==> config.mk <==
export PLATFORM = sky130hd
export DESIGN_NAME = alu_ctrl_fsm
export DESIGN_NICKNAME = d
export VERILOG_FILES = /design/src/rtl/pierogi_pkg.sv /design/src/rtl/alu_op_decode.sv /design/src/rtl/alu_ctrl_fsm.sv
export SDC_FILE = /design/constraint.sdc
export NUM_CORES = 1
export LEC_CHECK = 0
export ABC_AREA = 1
export CAP_MARGIN = 10
export CORE_ASPECT_RATIO = 1.75
export CORE_MARGIN = 2
export CORE_UTILIZATION = 25
export DETAILED_ROUTE_END_ITERATION = 12
export GPL_TIMING_DRIVEN = 1
export SYNTH_ARGS = -nofsm -noshare
export SYNTH_HDL_FRONTEND = slang
export SYNTH_SLANG_ARGS = --single-unit
==> constraint.sdc <==
create_clock -name clk -period 1.31 [get_ports clk]
set_input_delay 0.393 -clock clk [delete_from_list [all_inputs] [get_ports clk]]
set_output_delay 0.393 -clock clk [all_outputs]
set_load 0.02 [all_outputs]
==> src/rtl/pierogi_pkg.sv <==
// Shared definitions for the instruction controller: ALU and instruction
// opcodes, controller state encoding and datapath select encodings.
package pierogi_pkg;

  // ALU operation codes understood by the datapath ALU
  localparam logic [3:0] ALU_AND = 4'h0;
  localparam logic [3:0] ALU_OR  = 4'h1;
  localparam logic [3:0] ALU_XOR = 4'h2;
  localparam logic [3:0] ALU_NOT = 4'h3;
  localparam logic [3:0] ALU_ADD = 4'h4;
  localparam logic [3:0] ALU_SUB = 4'h5;
  localparam logic [3:0] ALU_SLT = 4'h6;
  localparam logic [3:0] ALU_SHL = 4'hA;
  localparam logic [3:0] ALU_SHR = 4'hB;
  localparam logic [3:0] ALU_LUI = 4'hD;

  // Instruction opcodes taken from mem_rdata[31:28]
  localparam logic [3:0] OP_AND  = 4'h0;
  localparam logic [3:0] OP_OR   = 4'h1;
  localparam logic [3:0] OP_XOR  = 4'h2;
  localparam logic [3:0] OP_NOT  = 4'h3;
  localparam logic [3:0] OP_ADD  = 4'h4;
  localparam logic [3:0] OP_SUB  = 4'h5;
  localparam logic [3:0] OP_SLT  = 4'h6;
  localparam logic [3:0] OP_ADDI = 4'h7;
  localparam logic [3:0] OP_LW   = 4'h8;
  localparam logic [3:0] OP_SW   = 4'h9;
  localparam logic [3:0] OP_SHLI = 4'hA;
  localparam logic [3:0] OP_SHRI = 4'hB;
  localparam logic [3:0] OP_BEQ  = 4'hC;
  localparam logic [3:0] OP_LUI  = 4'hD;
  localparam logic [3:0] OP_JMP  = 4'hE;
  localparam logic [3:0] OP_HALT = 4'hF;

  // Next-PC source select
  localparam logic [1:0] PC_SRC_SEQ    = 2'd0;
  localparam logic [1:0] PC_SRC_BRANCH = 2'd1;
  localparam logic [1:0] PC_SRC_JUMP   = 2'd2;

  // ALU B-operand select
  localparam logic [1:0] BSEL_RT   = 2'd0;
  localparam logic [1:0] BSEL_SIMM = 2'd1;
  localparam logic [1:0] BSEL_ZIMM = 2'd2;

  // Controller states
  typedef enum logic [2:0] {
    ST_IDLE,
    ST_FETCH,
    ST_DECODE,
    ST_EXEC,
    ST_MEM,
    ST_WB,
    ST_HALT
  } state_t;

endpackage

==> src/rtl/alu_op_decode.sv <==
// Combinational instruction decoder: maps a 4-bit instruction opcode to the
// ALU operation, B-operand select and the instruction class flags that steer
// the controller's sequencing.
module alu_op_decode
  import pierogi_pkg::*;
(
  input  logic [3:0] opcode,
  output logic [3:0] alu_op,
  output logic [1:0] alu_b_sel,
  output logic       is_mem,
  output logic       is_store,
  output logic       is_branch,
  output logic       is_jump,
  output logic       is_halt,
  output logic       writes_reg
);

  // Opcode map; every opcode is legal so each one has an explicit entry
  always_comb begin
    alu_op     = ALU_AND;
    alu_b_sel  = BSEL_RT;
    is_mem     = 1'b0;
    is_store   = 1'b0;
    is_branch  = 1'b0;
    is_jump    = 1'b0;
    is_halt    = 1'b0;
    writes_reg = 1'b0;
    case (opcode)
      OP_AND: begin
        alu_op     = ALU_AND;
        writes_reg = 1'b1;
      end
      OP_OR: begin
        alu_op     = ALU_OR;
        writes_reg = 1'b1;
      end
      OP_XOR: begin
        alu_op     = ALU_XOR;
        writes_reg = 1'b1;
      end
      OP_NOT: begin
        alu_op     = ALU_NOT;
        writes_reg = 1'b1;
      end
      OP_ADD: begin
        alu_op     = ALU_ADD;
        writes_reg = 1'b1;
      end
      OP_SUB: begin
        alu_op     = ALU_SUB;
        writes_reg = 1'b1;
      end
      OP_SLT: begin
        alu_op     = ALU_SLT;
        writes_reg = 1'b1;
      end
      OP_ADDI: begin
        alu_op     = ALU_ADD;
        alu_b_sel  = BSEL_SIMM;
        writes_reg = 1'b1;
      end
      OP_LW: begin
        alu_op     = ALU_ADD;
        alu_b_sel  = BSEL_SIMM;
        is_mem     = 1'b1;
        writes_reg = 1'b1;
      end
      OP_SW: begin
        alu_op    = ALU_ADD;
        alu_b_sel = BSEL_SIMM;
        is_mem    = 1'b1;
        is_store  = 1'b1;
      end
      OP_SHLI: begin
        alu_op     = ALU_SHL;
        alu_b_sel  = BSEL_ZIMM;
        writes_reg = 1'b1;
      end
      OP_SHRI: begin
        alu_op     = ALU_SHR;
        alu_b_sel  = BSEL_ZIMM;
        writes_reg = 1'b1;
      end
      OP_BEQ: begin
        alu_op    = ALU_SUB;
        alu_b_sel = BSEL_RT;
        is_branch = 1'b1;
      end
      OP_LUI: begin
        alu_op     = ALU_LUI;
        alu_b_sel  = BSEL_ZIMM;
        writes_reg = 1'b1;
      end
      OP_JMP: begin
        alu_op  = ALU_AND;
        is_jump = 1'b1;
      end
      OP_HALT: begin
        alu_op  = ALU_AND;
        is_halt = 1'b1;
      end
      default: begin
        alu_op = ALU_AND;
      end
    endcase
  end

endmodule

==> src/rtl/alu_ctrl_fsm.sv <==
// Multi-cycle instruction controller around the 32-bit ALU datapath.
// Sequences fetch, decode, execute, memory access and write-back. Most outputs
// are registered Moore outputs computed for the state being entered; ir_load
// and pc_write are Mealy so they can react to mem_ready / alu_zero in-cycle.
module alu_ctrl_fsm
  import pierogi_pkg::*;
(
  input  logic       clk,
  input  logic       rst_n,
  input  logic       mem_ready,
  input  logic [3:0] fetch_op,
  input  logic       alu_zero,
  output logic       mem_req,
  output logic       mem_we,
  output logic       addr_sel,
  output logic       ir_load,
  output logic       pc_write,
  output logic [1:0] pc_src,
  output logic [3:0] alu_op,
  output logic [1:0] alu_b_sel,
  output logic       reg_write,
  output logic       wb_sel,
  output logic       halted
);

  state_t     state;
  logic [3:0] op_reg;

  logic [3:0] dec_alu_op;
  logic [1:0] dec_b_sel;
  logic       dec_is_mem;
  logic       dec_is_store;
  logic       dec_is_branch;
  logic       dec_is_jump;
  logic       dec_is_halt;
  logic       dec_writes_reg;

  // The decoder always looks at the latched opcode, which is stable from
  // DECODE until the next fetch completes.
  alu_op_decode u_decode (
    .opcode     (op_reg),
    .alu_op     (dec_alu_op),
    .alu_b_sel  (dec_b_sel),
    .is_mem     (dec_is_mem),
    .is_store   (dec_is_store),
    .is_branch  (dec_is_branch),
    .is_jump    (dec_is_jump),
    .is_halt    (dec_is_halt),
    .writes_reg (dec_writes_reg)
  );

  // Mealy strobes: IR load and PC update on fetch completion, plus the EXEC PC update for taken BEQ or JMP
  always_comb begin
    ir_load  = (state == ST_FETCH) && mem_ready;
    pc_write = ((state == ST_FETCH) && mem_ready) ||
               ((state == ST_EXEC) && (dec_is_jump || (dec_is_branch && alu_zero)));
  end

  // State register, opcode latch and registered Moore outputs for the state being entered
  always_ff @(posedge clk or negedge rst_n) begin
    if (!rst_n) begin
      state     <= ST_IDLE;
      op_reg    <= OP_AND;
      mem_req   <= 1'b0;
      mem_we    <= 1'b0;
      addr_sel  <= 1'b0;
      pc_src    <= PC_SRC_SEQ;
      alu_op    <= ALU_AND;
      alu_b_sel <= BSEL_RT;
      reg_write <= 1'b0;
      wb_sel    <= 1'b0;
      halted    <= 1'b0;
    end else begin
      mem_req   <= 1'b0;
      mem_we    <= 1'b0;
      addr_sel  <= 1'b0;
      pc_src    <= PC_SRC_SEQ;
      alu_op    <= ALU_AND;
      alu_b_sel <= BSEL_RT;
      reg_write <= 1'b0;
      wb_sel    <= 1'b0;
      halted    <= 1'b0;
      case (state)
        ST_IDLE: begin
          state   <= ST_FETCH;
          mem_req <= 1'b1;
        end
        ST_FETCH: begin
          if (mem_ready) begin
            op_reg <= fetch_op;
            state  <= ST_DECODE;
          end else begin
            state   <= ST_FETCH;
            mem_req <= 1'b1;
          end
        end
        ST_DECODE: begin
          state     <= ST_EXEC;
          alu_op    <= dec_alu_op;
          alu_b_sel <= dec_b_sel;
          if (dec_is_branch) begin
            pc_src <= PC_SRC_BRANCH;
          end else if (dec_is_jump) begin
            pc_src <= PC_SRC_JUMP;
          end else begin
            pc_src <= PC_SRC_SEQ;
          end
        end
        ST_EXEC: begin
          if (dec_is_halt) begin
            state  <= ST_HALT;
            halted <= 1'b1;
          end else if (dec_is_mem) begin
            state    <= ST_MEM;
            mem_req  <= 1'b1;
            addr_sel <= 1'b1;
            mem_we   <= dec_is_store;
            alu_op   <= ALU_ADD;
          end else if (dec_is_branch || dec_is_jump) begin
            state   <= ST_FETCH;
            mem_req <= 1'b1;
          end else if (dec_writes_reg) begin
            state     <= ST_WB;
            reg_write <= 1'b1;
            wb_sel    <= 1'b0;
          end else begin
            state   <= ST_FETCH;
            mem_req <= 1'b1;
          end
        end
        ST_MEM: begin
          if (mem_ready) begin
            if (dec_is_store) begin
              state   <= ST_FETCH;
              mem_req <= 1'b1;
            end else begin
              state     <= ST_WB;
              reg_write <= 1'b1;
              wb_sel    <= 1'b1;
            end
          end else begin
            state    <= ST_MEM;
            mem_req  <= 1'b1;
            addr_sel <= 1'b1;
            mem_we   <= dec_is_store;
            alu_op   <= ALU_ADD;
          end
        end
        ST_WB: begin
          state   <= ST_FETCH;
          mem_req <= 1'b1;
        end
        ST_HALT: begin
          state  <= ST_HALT;
          halted <= 1'b1;
        end
        default: begin
          state <= ST_IDLE;
        end
      endcase
    end
  end

endmodule

## Word level (Yosys, flattened, before mapping)

Index checks and enable logic that the tools add are counted.

- Register bits: 21
- Output and inout port bits: 16
- Word-level logic and storage cells: 98

- Equal/unequal tests: 21
- Muxes and demuxes: 49
- Reduce and logical (&&, ||, !) cells: 17

Operators with widths:

| kind | number |
|---|---|
| one-hot mux 4 bit (10 select lines) | 1 |
| == test 4 bit (second input constant) | 8 |
| two-way mux 3 bit | 9 |
| two-way mux 1 bit | 26 |
| one-hot mux 3 bit (6 select lines) | 1 |
| == test 4 x 3 -> 1 bit (second input constant) | 4 |
| one-hot mux 4 bit (3 select lines) | 1 |
| OR reduction 12 bit | 1 |
| two-way mux 2 bit | 5 |
| == test 3 bit (second input constant) | 3 |
| OR reduction 3 bit | 3 |
| == test 4 x 2 -> 1 bit (second input constant) | 2 |
| one-hot mux 1 bit (2 select lines) | 4 |
| == test 3 x 2 -> 1 bit (second input constant) | 2 |
| OR reduction 2 bit | 3 |
| == test 4 x 1 -> 1 bit (second input constant) | 1 |
| logical NOT 4 bit | 1 |
| one-hot mux 1 bit (4 select lines) | 1 |
| one-hot mux 2 bit (2 select lines) | 1 |
| OR reduction 4 bit | 1 |
| == test 3 x 1 -> 1 bit (second input constant) | 1 |
| logical AND 1 bit | 3 |
| logical NOT 3 bit | 1 |
| logical OR 1 bit | 3 |
| AND reduction 2 bit | 1 |

## Logic depth before layout (Yosys ltp)

Gate-level depths: netlist (run 1).

- Word-level depth: 8
- Mapped depth: 7
- Mapped depth without buffers: 7

## Hierarchy

From an unflattened synthesis (run 1), not the netlist that was laid out.

- Cell total of the unflattened synthesis: 128
- Area total of the unflattened synthesis: 1027.2 sq um

By module, submodules not included:

| module | instances | cells an instance | area an instance (sq um) | sequential area each (sq um) |
|---|---|---|---|---|
| alu_ctrl_fsm | 1 | 97 | 882.1 | 525.5 |
| alu_op_decode | 1 | 31 | 145.1 | 0.0 |

## Least setup slack after synthesis (run 1)

No wires, ideal clock.

- Kind: register -> output
- From: register state[2]
- To: output port pc_write
- Arrival time: 1.245 ns
- Data required time: 0.917 ns
- Path slack: -0.328 ns
- Stages on the path, launching flop included: 6
- Cells stage by stage: dfrtp_1 inv_1 nand3_2 inv_1 o21ai_0 o21ai_0

- Cells in the longest elaborated chain, start to end: 3
- Elaborated cells between the ends (all ways): 5

RTL lines:

| what | line | text |
|---|---|---|
| start, declared | alu_ctrl_fsm.sv:26 | `state_t state;` |
| start signal, assigned | alu_ctrl_fsm.sv:62 | `state <= ST_IDLE;` |
| start signal, assigned | alu_ctrl_fsm.sv:85 | `state <= ST_FETCH;` |
| start signal, assigned | alu_ctrl_fsm.sv:91 | `state <= ST_DECODE;` |
| == test 3 x 1 -> 1 bit or == test 3 x 2 -> 1 bit (tied branches) | alu_ctrl_fsm.sv:55, alu_ctrl_fsm.sv:56 |  |
| logical AND 1 bit (on tied branches) | alu_ctrl_fsm.sv:55, alu_ctrl_fsm.sv:56 |  |
| logical OR 1 bit (*) | alu_ctrl_fsm.sv:55 | `pc_write = ((state == ST_FETCH) && mem_ready) \|\|` |
| end, declared | alu_ctrl_fsm.sv:17 | `output logic pc_write,` |

Mark *: on every way between the ends. The rest lies on a longest branch, timed or not.

## Worst setup path in the final report (run 1)

Ends and elaborated chain as after synthesis.

==> run metrics, run 1 <==
outcome finished with violations; failing checks setup timing; #FFs+latches synth 21; Final period util 123%; Critical Path RT roughly 0.92 ns; DIE AREA 4260 sq um; mux contribution to synthesized area 0%; # port buffers 23; Synth Area in XOR/XNOR 0%; commonest non-fill, non-tap cell in the layout nand2_1; clock skew 0.00390 ns; Starting DRT DRC Count 17; worst setup slack after layout -0.295 ns; CP endpoint kind primary output; RSZ-0062 raised after global routing true; most frequent cells in the layout nand2_1, dfrtp_1, buf_4; synth warn 0; antenna violations before repair 0; Worst path top cell family by delay flip-flops; headroom to the max-slew limit ~80%; crit-path cells inv_1 -> nand3_2 -> inv_2 -> o21ai_2 -> o21ai_2 -> buf_6; Antenna Nets Post-Route 0; Routed wire per std cell 10.9 um; first-pass detailed-route iteration total 4; max frequency 0.623 GHz; Clock power frac between 10% and 20%; mean area per synthesized cell around 8.6 sq um; area delta synth->final 51.7%; Pleak 0.725 nW; total power 2.88 mW; Worst path max stage delay 0.43 ns; Starting Density around a quarter; synth unique cells 17; Buf/Inv on CP 3; Combinational Power Share 53.6%; Slowest cell on crit path dfrtp_1; largest net degree at the start of global routing 22; sequential share of power 32.0%; simple-gate share of the synthesized area 25.5%; final hold slack 0.476 ns; largest family of logic cells by synthesized area simple AND/OR/NAND/NOR gates; number of global-route vias before repair 936; register area share after synthesis 56.3%; Pwr per Cell Area around 2000 nW/um^2; Die Ht 84.8 um; setup_tns -0.522 ns; Post-Syn Nets ~120; Clock transition at path regs about 0.07 ns; clock tree buffer depth 2; Hold Crit Class in -> async; Period minus WS final around 1.6 ns; Switching Share between 40 and 50%; MaxCap Viol Count 0; Final Util 39.4%; share of layout cells above drive strength 1 35.3%; most frequent CP cell o21ai_2; peak supply drop 0.995 mV; Fin. Hold Viols 0; detailed placer's ending HPWL 1730 um; Compound-Gate Fraction of Synth Area 10.9%; Final Max Tran Viols 0; drt drc 0; final setup violation count 2; # fillers 358; Internal Pwr Total between 1.5 and 2 mW; total track usage 11.9%; vias post-DR 893; global-route wire length before repair 3820 um; critical path class reg -> out; final cell count without fillers 202; Synth Cell Area 933 sq um; chip width 50.2 um; Antenna Cells 0; CTS Buf Count 3; nature of the critical path startpoint flip-flop; Post-Synthesis Cells 108; worst skew pair latency between 0.2 and 0.3 ns; Synth Area in Adders 0%; sw power ~1.2 mW; total wire length 2200 um; Ports 24; nets@finish 165; row count 29; CTS Sinks 21; vias per cell about 4.4; core area 3590 sq um; H-tree Lvls 1; total placed cells including tap cells 196; worst slew pin tran 0.273 ns; Remaining Overflow, GRT 0; Placer Congestion between 0.8 and 0.9; worst-path fanout max 4; WP data arrival 1.21 ns; TritonCTS clock tree built; root buffer cell clkbuf_8
-- logic make-up after synthesis --
kind of cell / Yosys count
AND/OR/NAND/NOR: 51
flip-flops: 21
AO/OA/AOI/OAI: 19
buffers and inverters: 17
-- power groups by stage --
stage          clock [mW]  sequential (mW)  combinational, mW
2_1_floorplan           0             1.05              0.671
3_3_place_gp            0            0.927               1.50
3_5_place_dp            0            0.933               1.53
4_1_cts             0.428            0.924               1.57
5_1_grt             0.460            0.946               1.73
6_report            0.414            0.923               1.55
-- final cells by class --
| class | count | area (sq um) | share of cell area [%] |
|---|---|---|---|
| sequential | 21 | 526 | 37.1 |
| multi-input combinational | 70 | 369 | 26.1 |
| timing repair buffer | 45 | 358 | 25.3 |
| inverter | 16 | 61.3 | 4.33 |
| tap | 46 | 57.6 | 4.06 |
| clock buffer | 4 | 45.0 | 3.18 |
-- synthesized netlist by cell type, drive strengths merged --
| cell type | count | area, sq um |
|---|---|---|
| o211ai | 2 | 15.0 |
| inv | 15 | 56.3 |
| dfrtp | 21 | 526 |
| a21oi | 8 | 40.0 |
| nor2 | 9 | 38.8 |
| nand4 | 1 | 6.26 |
| nand2 | 27 | 101 |
| o21ai | 8 | 40.0 |
| nor3 | 4 | 31.3 |
| buf | 1 | 7.51 |
| nand3 | 10 | 60.1 |
| clkinv | 1 | 5.00 |
| o22ai | 1 | 6.26 |
-- metrics by stage --
step / setup WS (ns) / instance area (sq um)
after floorplan: -0.0717 / 941
after global placement: -0.826 / 1380
after detailed placement: -0.834 / 1380
after CTS: -0.305 / 1460
after global routing: -0.373 / 1420
final: -0.295 / 1420
-- path summary, 6_finish.rpt --
kind                                       start                  end  slack [ns]  cells past startpoint
min in group clk           op_reg[1]$_DFFE_PN0P_  pc_src[0]$_DFF_PN0_        0.62                      2
hold reg to reg            op_reg[1]$_DFFE_PN0P_  pc_src[0]$_DFF_PN0_        0.62                      2
setup / recovery              state[2]$_DFF_PN0_             pc_write       -0.30                      6
hold / removal                             rst_n   state[1]$_DFF_PN0_        0.48                      2
max in group asynchronous                  rst_n    mem_req$_DFF_PN0_        0.69                      2
setup reg to reg           op_reg[1]$_DFFE_PN0P_   state[2]$_DFF_PN0_        0.08                      5
-- layer usage --
metal	global-route usage, %	up-vias	share of wire [%]
met5	0	-	0
met4	7.83	0	3.5
met3	1.94	8	4.0
met2	23.0	25	56
met1	10.7	415	36
li1	-	445	-
-- timing repair --
action                                 in CTS  in global routing
buffers inserted                            2                  1
cloned                                      0                  0
endpoints found under the hold margin       0                  0
gates resized for setup                    47                 14
setup endpoints to repair                  17                 16
pin swaps                                   3                  1
hold buffers                                0                  0
(Power assumes the default switching activity.)
==> run 2: changes to the inputs <==
--- a/config.mk
+++ b/config.mk
@@ -9,7 +9,8 @@
 export CAP_MARGIN = 10
 export CORE_ASPECT_RATIO = 1.75
 export CORE_MARGIN = 2
-export CORE_UTILIZATION = 25
+export CORE_UTILIZATION = 35
+export CTS_CLUSTER_SIZE = 28
 export DETAILED_ROUTE_END_ITERATION = 12
 export GPL_TIMING_DRIVEN = 1
 export SYNTH_ARGS = -nofsm -noshare
==> run metrics, run 2 (same netlist as run 1, synthesis figures left out) <==
outcome finished with violations; failing checks setup timing; vias post-DR 905 (+1.3%); CTS Buf Count 3 (unchanged); # port buffers 23 (unchanged); Critical Path RT 0.92 ns (about the same); vias per cell 4.92 (+11%); Clock power frac 14.1% (-0.2 points); flop-to-flop setup slack 0.01 ns (-0.07 ns); Pwr per Cell Area 2100 nW/um^2 (+3.0%); Hold Buf Count CTS 0 (unchanged); largest net degree at the start of global routing 22 (unchanged); commonest non-fill, non-tap cell in the layout nand2_1; first-pass detailed-route iteration total 4 (unchanged); final hold slack 0.475 ns (-0.000890 ns); CTS Sinks 21 (unchanged); total placed cells including tap cells 176 (-10%); Final period util 123% (+0.38 points); Routed wire per std cell 12.0 um (+11%); Fin. Hold Viols 0 (unchanged); antenna violations before repair 0 (unchanged); Combinational Power Share 54.4% (+0.8 points); max frequency 0.621 GHz (-0.31%); area delta synth->final 49.5%; core area 2520 sq um (-30%); clock tree buffer depth 2 (unchanged); row count 24 (-17%); nature of the critical path startpoint flip-flop; most frequent cells in the layout nand2_1, buf_4, dfrtp_1; nets@finish 167 (+1.2%); chip width 43.0 um (-14%); final setup violation count 2 (unchanged); peak supply drop 1.21 mV (+21%); global-route wire length before repair 3580 um (-6.3%); clock skew 0.00213 ns (-0.00176 ns); Internal Pwr Total 1.74 mW (+1.1%); final cell count without fillers 184 (-8.9%); Starting Density 37.0% (+11 points); Hold Crit Class in -> async; reg2reg start state[1]$_DFF_PN0_; total track usage 15.3% (+3.4 points); TritonCTS clock tree built; worst skew pair latency 0.26 ns (about the same); Starting DRT DRC Count 19 (+2); Placer Congestion 0.810 (-6.7%); WP data arrival 1.22 ns (about the same); Clock transition at path regs 0.07 ns (about the same); design area 1400 sq um (-1.5%); H-tree Lvls 1 (unchanged); CP endpoint kind primary output; Antenna Nets Post-Route 0 (unchanged); total wire length 2220 um (+0.91%); critical path class reg -> out; setup_tns -0.548 ns (-0.0261 ns); # fillers 235 (-34%); headroom to the max-slew limit 80.4% (-1.4 points); share of layout cells above drive strength 1 38.6% (+3.4 points); sw power 1.19 mW (+2.1%); Die Ht 72.3 um (-15%); worst slew pin tran 0.294 ns (+0.0209 ns); Final Util 55.3% (+16 points); placed cell areas 1360 sq um (-1.8%); Final Max Tran Viols 0 (unchanged); root buffer cell clkbuf_8; DIE AREA 3110 sq um (-27%); worst setup slack after layout -0.300 ns (-0.00492 ns); RSZ-0062 raised after global routing true; detailed placer's ending HPWL 1720 um (-0.62%); drt drc 0 (unchanged); Remaining Overflow, GRT 0 (unchanged); cells on worst reg2reg path 6 (+1); r2r endpoint alu_b_sel[0]$_DFF_PN0_; sequential share of power 31.5% (-0.5 points); worst-path fanout max 4 (unchanged); Antenna Cells 0 (unchanged); MaxCap Viol Count 0 (unchanged); number of global-route vias before repair 869 (-7.2%); Ports 24 (unchanged); Pleak 0.741 nW (+2.3%); Period minus WS final 1.61 ns (+0.00492 ns); Switching Share 40.7% (+0.23 points)
## run 2: changes by cell type in the layout (fill, tap and decap cells not counted), sizes merged
cell,previous run,this run
clkdlybuf4s15,3,0
clkbuf,15,18
buf,24,26
## run 2: per-stage QoR
stage / power (mW) / setup WS [ns]
2_1_floorplan: 1.72 / -0.0717
3_3_place_gp: 2.42 / -0.816
3_5_place_dp: 2.46 / -0.831
4_1_cts: 2.89 / -0.307
5_1_grt: 3.14 / -0.367
6_report: 2.93 / -0.300
## run 2: worst max-delay path by stage
stage / cells after the start / endpoint / slack [ns] / from
final: 6 / pc_write / -0.30 / state[2]$_DFF_PN0_
after global routing: 5 / pc_write / -0.37 / state[0]$_DFF_PN0_
after CTS: 6 / pc_write / -0.31 / state[2]$_DFF_PN0_
after detailed placement: 4 / pc_write / -0.83 / mem_ready
after global placement: 4 / ir_load / -0.82 / mem_ready
after floorplan: 5 / pc_write / -0.07 / state[2]$_DFF_PN0_
## run 2: power groups by stage
stage | Combinational (mW) | Clock (mW) | Sequential (mW)
2_1_floorplan | 0.671 | 0 | 1.05
3_3_place_gp | 1.48 | 0 | 0.936
3_5_place_dp | 1.51 | 0 | 0.943
4_1_cts | 1.55 | 0.422 | 0.921
5_1_grt | 1.74 | 0.452 | 0.946
6_report | 1.59 | 0.413 | 0.920
## run 2: routing by layer
metal	global-route usage, %	routed length, um	vias to the layer above
li1	-	-	448
met1	15.1	815	428
met2	29.1	1270	22
met3	2.49	79	7
met4	8.42	55	0
met5	0	0	-
## run 2: what timing repair did
action	in CTS	in global routing
gates resized for setup	41	26
pin swaps	2	1
endpoints found under the setup margin	16	24
setup buffers	3	1
## run 2: layout make-up
| cell class | instances | area (sq um) | area share, % |
|---|---|---|---|
| Clock buffer | 4 | 45.0 | 3.23 |
| Multi-Input combinational cell | 70 | 370 | 26.5 |
| Timing Repair Buffer | 47 | 358 | 25.7 |
| Sequential cell | 21 | 526 | 37.7 |
| Tap cell | 26 | 32.5 | 2.33 |
| Inverter | 16 | 63.8 | 4.57 |
## run 2: critical path, cell delays in order, from the launching register on
cell and delay [ns]:
dfrtp_1 0.42, inv_1 0.08, nand3_2 0.07, inv_2 0.07, o21ai_2 0.05, o21ai_2 0.13, buf_6 0.14
==> run 3: changes to the inputs <==
--- a/config.mk
+++ b/config.mk
@@ -13,6 +13,7 @@
 export CTS_CLUSTER_SIZE = 28
 export DETAILED_ROUTE_END_ITERATION = 12
 export GPL_TIMING_DRIVEN = 1
+export REMOVE_ABC_BUFFERS = 1
 export SYNTH_ARGS = -nofsm -noshare
 export SYNTH_HDL_FRONTEND = slang
 export SYNTH_SLANG_ARGS = --single-unit
==> run metrics, run 3 (same netlist as run 1, synthesis figures left out) <==
failing checks setup timing; GR Util met1 15.8% (+0.68 points); worst-path fanout max 3 (-1); Hold Buf Count CTS 0 (unchanged); detailed placer's ending HPWL 1690 um (-1.9%); number of global-route vias before repair 892 (+2.6%); max frequency 0.617 GHz (-0.59%); design area 1400 sq um (+0.36%); total track usage 15.8% (+0.47 points); clock skew 0.00151 ns (-0.000621 ns); chip width 43.0 um (unchanged); met2 usage 30.8% (+1.7 points); cells on worst reg2reg path 11 (+5); share of layout cells above drive strength 1 38.6% (unchanged); reg2reg start state[2]$_DFF_PN0_; vias per cell 4.89 (-0.55%); flop-to-flop setup slack -0.27 ns (-0.28 ns); Clock transition at path regs 0.07 ns (about the same); critical path class reg -> out; Remaining Overflow, GRT 0 (unchanged); nets@finish 167 (unchanged); row count 24 (unchanged); Final Max Tran Viols 0 (unchanged); MaxCap Viol Count 0 (unchanged); Starting Density 37.0% (unchanged); Die Ht 72.3 um (unchanged); TritonCTS clock tree built; worst setup slack after layout -0.310 ns (-0.00963 ns); global-route wire length before repair 3720 um (+3.9%); GRT busiest layer met2; antenna violations before repair 0 (unchanged); Final Util 55.5% (+0.20 points); met3 usage 2.74% (+0.25 points); Fin. Hold Viols 0 (unchanged); Starting DRT DRC Count 30 (+11); drt drc 0 (unchanged); CTS Sinks 21 (unchanged); Final period util 124% (+0.74 points); Routed wire per std cell 12.5 um (+3.5%); final setup violation count 8 (+6); placed cell areas 1340 sq um (-1.7%); WP data arrival 1.23 ns (about the same); largest net degree at the start of global routing 22 (unchanged); Ports 24 (unchanged); Critical Path RT 0.92 ns (about the same); clock tree buffer depth 2 (unchanged); Placer Congestion 0.790 (-2.4%); RSZ-0062 raised after global routing true; area delta synth->final 50.0%; worst skew pair latency 0.26 ns (about the same); root buffer cell clkbuf_8; CTS Buf Count 3 (unchanged); commonest non-fill, non-tap cell in the layout nand2_1; Antenna Cells 0 (unchanged); outcome finished with violations; r2r endpoint state[0]$_DFF_PN0_; headroom to the max-slew limit 78.0% (-2.4 points); Pleak 0.732 nW (-1.3%); most frequent cells in the layout nand2_1, buf_4, dfrtp_1; core area 2520 sq um (unchanged); vias post-DR 900 (-0.55%); H-tree Lvls 1 (unchanged); total wire length 2290 um (+3.5%); DIE AREA 3110 sq um (unchanged); # port buffers 23 (unchanged); Period minus WS final 1.62 ns (+0.00963 ns); first-pass detailed-route iteration total 4 (unchanged); worst slew pin tran 0.329 ns (+0.0356 ns); Antenna Nets Post-Route 0 (unchanged); CP endpoint kind primary output; Pwr per Cell Area 2090 nW/um^2 (-0.49%); nature of the critical path startpoint flip-flop; peak supply drop 1.06 mV (-12%); final hold slack 0.472 ns (-0.00340 ns); Hold Crit Class in -> async
## run 3: how the worst max path moves through the flow
stage                             from       end  slack [ns]  depth (start not counted)
floorplan           state[2]$_DFF_PN0_  pc_write       -0.33                          5
global placement             mem_ready  pc_write       -0.82                          4
detailed placement           mem_ready  pc_write       -0.84                          4
CTS                 state[2]$_DFF_PN0_  pc_write       -0.33                          6
global route        state[2]$_DFF_PN0_  pc_write       -0.38                          6
finish              state[2]$_DFF_PN0_  pc_write       -0.31                          6
## run 3: area by class of cell
type                    count  area, sq um
flip-flops and latches     21          528
fillers                   247         1120
inverters                  16         61.3
multi-input cells          70          367
well taps                  26         32.5
clock buffers               4         45.0
repair buffers             47          367
## run 3: power breakdown
group | switching, mW | internal (mW) | leakage [nW]
Combinational | 0.889 | 0.693 | 0.433
Sequential | 0.0934 | 0.829 | 0.276
Clock | 0.200 | 0.216 | 0.0228
Total | 1.18 | 1.74 | 0.732
## run 3: worst max-delay path, stage by stage (launching register included)
cell and delay, ns:
dfrtp_1 0.40, inv_1 0.07, nand3_2 0.08, inv_2 0.07, o21ai_1 0.06, o21ai_1 0.13
buf_4 0.16
## run 3: routing by layer
layer | share of wire (%) | routed length, um
met5 | 0 | 0
met4 | 1.1 | 25
met3 | 5.4 | 125
met2 | 57 | 1320
met1 | 36 | 826
## run 3: through the flow
stage	setup WS [ns]	power, mW	instances	setup TNS [ns]
2_1_floorplan	-0.332	1.68	107	-0.332
3_3_place_gp	-0.823	2.37	174	-2.85
3_5_place_dp	-0.840	2.40	174	-2.89
4_1_cts	-0.335	2.91	183	-1.05
5_1_grt	-0.384	3.13	184	-2.43
6_report	-0.310	2.92	184	-1.80
## run 3: repair_timing
| item | CTS | global route |
|---|---|---|
| setup buffers | 5 | 1 |
| setup endpoints to repair | 16 | 24 |
| pin swaps | 5 | 2 |
| resized for setup | 53 | 17 |
